`src/rtl/j_uart_pkg.sv`:
```
// Shared UART definitions: receiver state encoding, oversampling constants
// and the parity rule common to the transmitter and the receiver.
package j_uart_pkg;

    // Oversample ticks per bit and the half-bit point used to qualify a start.
    localparam int UART_OVS      = 16;
    localparam int UART_OVS_HALF = UART_OVS / 2;

    // Widest data field the parity helper accepts; callers zero-extend.
    localparam int PAR_MAX_BITS  = 16;

    typedef enum logic [2:0] {
        IDLE,
        START,
        DATA,
        PARITY,
        STOP,
        BRKWAIT
    } uart_state_e;

    // Parity bit a frame must carry: even=1 makes the total count of ones
    // even, even=0 makes it odd. Zero padding does not change the XOR.
    function automatic logic parity_bit(input logic [PAR_MAX_BITS-1:0] data,
                                        input logic                    even);
        return (^data) ^ ~even;
    endfunction

endpackage

```
`src/rtl/j_rxsync.sv`:
```
// Receive-line conditioning: optional polarity inversion followed by a
// two-flop synchroniser. Both flops reset to mark so a reset never looks
// like a start edge.
module j_rxsync (
    input  logic sys_clk,
    input  logic resetl,
    input  logic serin,
    input  logic rxpol,
    output logic line
);

    logic meta;

    // Two-stage synchroniser on the polarity-corrected serial input.
    always_ff @(posedge sys_clk) begin
        // NOTE: non-blocking assignments let both stages sample the old
        // values on the same edge; blocking here would collapse the chain
        // into a single flop.
        if (!resetl) begin
            meta <= 1'b1;
            line <= 1'b1;
        end else begin
            meta <= serin ^ rxpol;
            line <= meta;
        end
    end

endmodule

```
`src/rtl/j_rxer.sv`:
```
// UART receiver: start-bit qualification at mid-bit, data/parity/stop
// sampling every OVS strobes, and a single-character receive buffer with
// full, parity, framing, overrun and break flags cleared by a host read.
module j_rxer
    import j_uart_pkg::*;
#(
    parameter int DBITS = 8,
    parameter int OVS   = UART_OVS
) (
    input  logic             sys_clk,
    input  logic             resetl,
    input  logic             serin,
    input  logic             bx16,
    input  logic             paren,
    input  logic             even,
    input  logic             rxpol,
    input  logic             u2drd,
    output logic [DBITS-1:0] dout,
    output logic             rbf,
    output logic             perr,
    output logic             ferr,
    output logic             oerr,
    output logic             rxbrk
);

    localparam int TW = $clog2(OVS);
    localparam int BW = (DBITS > 1) ? $clog2(DBITS) : 1;

    localparam logic [TW-1:0] TICK_HALF = TW'(OVS / 2 - 1);
    localparam logic [TW-1:0] TICK_LAST = TW'(OVS - 1);
    localparam logic [BW-1:0] BIT_LAST  = BW'(DBITS - 1);

    logic line;

    uart_state_e      state, state_d;
    logic [TW-1:0]    tick, tick_d;
    logic [BW-1:0]    bitn, bitn_d;
    logic [DBITS-1:0] shreg, shreg_d;
    logic             perr_n, perr_n_d;
    logic             par_bit, par_bit_d;

    logic             frame_done;
    logic             stop_bad;
    logic             brk_n;

    j_rxsync u_sync (
        .sys_clk (sys_clk),
        .resetl  (resetl),
        .serin   (serin),
        .rxpol   (rxpol),
        .line    (line)
    );

    // Frame state register: FSM, oversample tick, bit index, shift register.
    always_ff @(posedge sys_clk) begin
        if (!resetl) begin
            state   <= IDLE;
            tick    <= '0;
            bitn    <= '0;
            shreg   <= '0;
            perr_n  <= 1'b0;
            par_bit <= 1'b0;
        end else begin
            state   <= state_d;
            tick    <= tick_d;
            bitn    <= bitn_d;
            shreg   <= shreg_d;
            perr_n  <= perr_n_d;
            par_bit <= par_bit_d;
        end
    end

    // Next-state logic; everything advances only on strobe cycles.
    always_comb begin
        // NOTE: every output of this block gets a default first so no path
        // through the case leaves one unassigned and infers a latch.
        state_d    = state;
        tick_d     = tick;
        bitn_d     = bitn;
        shreg_d    = shreg;
        perr_n_d   = perr_n;
        par_bit_d  = par_bit;
        frame_done = 1'b0;
        stop_bad   = 1'b0;

        if (bx16) begin
            unique case (state)
                IDLE: begin
                    if (!line) begin
                        state_d = START;
                        tick_d  = '0;
                    end
                end
                START: begin
                    if (tick == TICK_HALF) begin
                        if (line) begin
                            state_d = IDLE;
                        end else begin
                            state_d   = DATA;
                            tick_d    = '0;
                            bitn_d    = '0;
                            perr_n_d  = 1'b0;
                            par_bit_d = 1'b0;
                        end
                    end else begin
                        tick_d = tick + TW'(1);
                    end
                end
                DATA: begin
                    if (tick == TICK_LAST) begin
                        tick_d  = '0;
                        // Shift in at the top so the first bit ends at bit 0.
                        shreg_d = {line, shreg[DBITS-1:1]};
                        if (bitn == BIT_LAST) begin
                            state_d = paren ? PARITY : STOP;
                        end else begin
                            bitn_d = bitn + BW'(1);
                        end
                    end else begin
                        tick_d = tick + TW'(1);
                    end
                end
                PARITY: begin
                    if (tick == TICK_LAST) begin
                        tick_d    = '0;
                        par_bit_d = line;
                        perr_n_d  = line != parity_bit(PAR_MAX_BITS'(shreg), even);
                        state_d   = STOP;
                    end else begin
                        tick_d = tick + TW'(1);
                    end
                end
                STOP: begin
                    if (tick == TICK_LAST) begin
                        tick_d     = '0;
                        frame_done = 1'b1;
                        stop_bad   = !line;
                        // A good stop returns at mid-bit so a back-to-back
                        // start edge half a bit later is still caught.
                        state_d    = line ? IDLE : BRKWAIT;
                    end else begin
                        tick_d = tick + TW'(1);
                    end
                end
                BRKWAIT: begin
                    if (line) begin
                        state_d = IDLE;
                    end
                end
                default: begin
                    state_d = IDLE;
                end
            endcase
        end
    end

    // A break is a framing error on an all-zero frame, parity bit included.
    assign brk_n = stop_bad && (shreg == '0) && (!paren || !par_bit);

    // Receive buffer and status flags; a completing frame beats a host read.
    always_ff @(posedge sys_clk) begin
        if (!resetl) begin
            dout  <= '0;
            rbf   <= 1'b0;
            perr  <= 1'b0;
            ferr  <= 1'b0;
            oerr  <= 1'b0;
            rxbrk <= 1'b0;
        end else if (frame_done) begin
            dout  <= shreg;
            rbf   <= 1'b1;
            perr  <= perr_n;
            ferr  <= stop_bad;
            rxbrk <= brk_n;
            oerr  <= rbf && !u2drd;
        end else if (u2drd) begin
            rbf   <= 1'b0;
            perr  <= 1'b0;
            ferr  <= 1'b0;
            oerr  <= 1'b0;
            rxbrk <= 1'b0;
        end
    end

endmodule

```
`config.mk`:
```
export PLATFORM = sky130hd
export DESIGN_NAME = j_rxer
export DESIGN_NICKNAME = d
export VERILOG_FILES = /design/src/rtl/j_uart_pkg.sv /design/src/rtl/j_rxsync.sv /design/src/rtl/j_rxer.sv
export SDC_FILE = /design/constraint.sdc
export NUM_CORES = 1
export LEC_CHECK = 0
export CORE_MARGIN = 2
export CORE_UTILIZATION = 30
export CTS_CLUSTER_DIAMETER = 120
export DETAILED_ROUTE_END_ITERATION = 6
export PLACE_DENSITY = 0.55
export SYNTH_ARGS = -nofsm -noshare
export SYNTH_HDL_FRONTEND = slang
export SYNTH_SLANG_ARGS = --single-unit
```
`constraint.sdc`:
```
create_clock -name sys_clk -period 2.7 [get_ports sys_clk]
set_clock_uncertainty 0.1 [all_clocks]
set_input_delay 0.27 -clock sys_clk [delete_from_list [all_inputs] [get_ports sys_clk]]
set_output_delay 0.27 -clock sys_clk [all_outputs]
set_load 0.05 [all_outputs]
```
==> metrics.md <==
| Metric | Value |
|---|---|
| Status | `finished clean` |
| Initial antenna violation count | `0` |
| Residual DRC | `0` |
| Critical Path RT | `2.78 ns` |
| Post-layout minimum cycle time | `2.04 ns` |
| # IOs | `21` |
| Worst slew pin tran | `0.729 ns` |
| Mapped Area | `1930 µm²` |
| CTS Buf Count | `5` |
| Layout cells sized above 1 | `9.91%` |
| Most common cell after layout, fill and taps aside | `dfxtp_1` |
| Area used by multi-input combinational logic | `1070 µm²` |
| Leading area contributor after synthesis | `dfxtp_1` |
| CTS HTree Levels | `2` |
| CP bufs+invs | `0` |
| Post-synth top area share | `36.4%` |
| YS warnings | `0` |
| Peak supply drop | `0.198 mV` |
| Dpl hpwl | `2790 µm` |
| Die area | `7080 µm²` |
| Unique masters post-synth | `50` |
| Ys async rst share | `0%` |
| Starting Density | `30.7%` |
| CP Cell Sequence | `ha_1, nand3b_4, a2111oi_4, nor2_2, a2111oi_2` |
| Synth top area cells | `dfxtp_1, a21oi_1, mux2i_1` |
| Core Rows | `29` |
| NumNets Final | `246` |
| Lkg Pwr | `0.000800 µW` |
| Hold/Removal Path Class | `flop to flop` |
| Post-synthesis sequential area ratio | `36.4%` |
| CP arrival | `2.12 ns` |
| Util after Layout | `35.9%` |
| CP top delay family | `compound AO/OA/AOI/OAI gates` |
| CP endpoint kind | `flop` |
| Ant diodes | `0` |
| Router iterations before antenna repair | `4` |
| Iteration-0 DRC count of the detailed router | `118` |
| Area grow syn2layout | `16.9%` |
| Via Count | `1551` |
| Fill count | `660` |
| Routed Wire Length | `4040 µm` |
| # clock sinks | `35` |
| Register area | `701 µm²` |
| Die X | `84.1 µm` |
| Setup_tns | `0 ns` |
| Placed Instances | `301` |
| IO Port Bufs | `20` |
| CTS Root Cell | `clkbuf_8` |
| Mapped Cells | `216` |
| Predominant post-synthesis flop cell | `dfxtp_1` |
| Die H | `84.1 µm` |
| Final Non-Filler Cells | `309` |
| Final GP Congestion | `0.788` |
| Max Cap Violations | `0` |
| Setup violators final | `0` |
| First-pass GRT wire length | `6780 µm` |
| EDFF count, synth | `0` |
| Grt ovf | `0` |
| Hold buffer count at CTS | `0` |
| Clock tree from TritonCTS | `done` |
| All-Layer GR Usage | `11.7%` |
| Clk_lat worst skew | `0.29 ns` |
| Yosys reg bits | `35` |
| Vias in the first global route | `1410` |
| CP Launch Point | `tick[0]` |
| Routed Antenna Nets | `0` |
| Max-slew violations | `0` |
| CP Launch Type | `flop` |
| Final worst path period share | `75.5%` |
| FMAX | `0.491 GHz` |
| Clk buf depth | `2` |
| Routed len/inst | `13.1 µm` |
| Register-to-Register Setup Slack | `0.66 ns` |
| Total setup buffers inserted after CTS | `0` |
| Syn avg cell area | `8.91 µm²` |
| Critical path's slowest cell | `ha_1` |
| Most frequent cells in the layout | `dfxtp_1, nand2_1, a21oi_1, clkdlybuf4s50_1, inv_1` |
| Syn_nets | `231` |
| RSZ-0062 raised after global routing | `no` |
| Slew HR | `51.3%` |
| Post-CTS Resized | `0` |
| Crit-path max FO | `9` |
| Hold Path Origin | `u_sync.meta` |
| R2r startpoint | `tick[0]` |
| Core ar. | `6280 µm²` |
| Slowest stage delay, CP | `0.45 ns` |
| Setup CP Type | `flop to flop` |
| PD cells | `471 nW/µm²` |
| Reg clk slew, reported paths | `0.07 ns` |
| Largest net degree at the start of global routing | `31` |
| Vias per cell | `5.02` |
| Hold Fails Final Rpt | `0` |
[area by class of cell]
cell class	instances	area share (%)
clock buffers	5	3.06
clock inverters	3	1.95
inverters	14	2.33
multi-input cells	153	47.7
flip-flops and latches	35	31.1
well taps	77	4.28
repair buffers	22	9.56
[layer usage]
layer  share of wire, %  track usage [%]
met3                1.8             2.18
met2                 48             18.5
met5                  0                0
met4                1.4             4.84
met1                 49             15.5
[stage by stage]
stage	setup slack (ns)	hold slack [ns]	instance area, µm²	total power, µW
after global placement	0.602	0.289	2140	596
after CTS	0.635	0.316	2250	1070
after detailed placement	0.550	0.296	2140	596
final	0.662	0.311	2250	1060
after floorplan	0.999	0.232	1930	573
after global routing	0.512	0.347	2250	1100
[synth_stat cells (2+ instances only)]
cell type,instances
nor3_1,3
and3_1,3
a21oi_1,20
a22oi_1,3
buf_6,4
inv_1,14
nand3b_1,4
nand3_1,4
mux2i_1,10
nor2_1,12
xnor2_1,6
o2111ai_1,5
xor2_1,2
a31oi_1,3
nand2_1,25
ha_1,7
nand2b_1,2
clkbuf_1,3
nor2b_1,4
o21ai_0,7
nand4_1,3
or3b_4,2
buf_2,4
o21a_1,2
nor2_4,2
and4_1,2
dfxtp_1,35
buf_4,3
[kinds of logic (layout without fill, tap and decap cells)]
logic type                 after synthesis  count (layout)  synth area share [%]
and+or+nand+nor                         78              78                  24.6
AOI/OAI and AO/OA                       50              50                  17.7
DFF                                     35              35                  36.4
buffers and inverters                   28              44                  7.86
muxes                                   10              10                  5.20
xor gates and xnor gates                 8               8                  3.64
adders and majority gates                7               7                  4.55
[path summary, 6_finish.rpt]
| path | to | cells past startpoint |
|---|---|---|
| max | tick[0] | 5 |
| min | u_sync.line | 1 |
| min reg2reg | u_sync.line | 1 |
| max reg2reg | tick[0] | 5 |
[where the power goes]
group | switching [µW] | internal, µW | total [µW]
registers | 6.34 | 519 | 525
clock network | 202 | 275 | 476
logic | 32.4 | 26.2 | 58.6
total | 240 | 820 | 1060
[flip-flops by register name, summed over array words and instances (netlist names)]
signal,flops
bitn,3
dout,8
ferr,1
oerr,1
par_bit,1
perr,1
perr_n,1
rbf,1
rxbrk,1
shreg,8
state,3
tick,4
u_sync.line,1
u_sync.meta,1
Note: power is estimated with default switching activity, not from simulation.
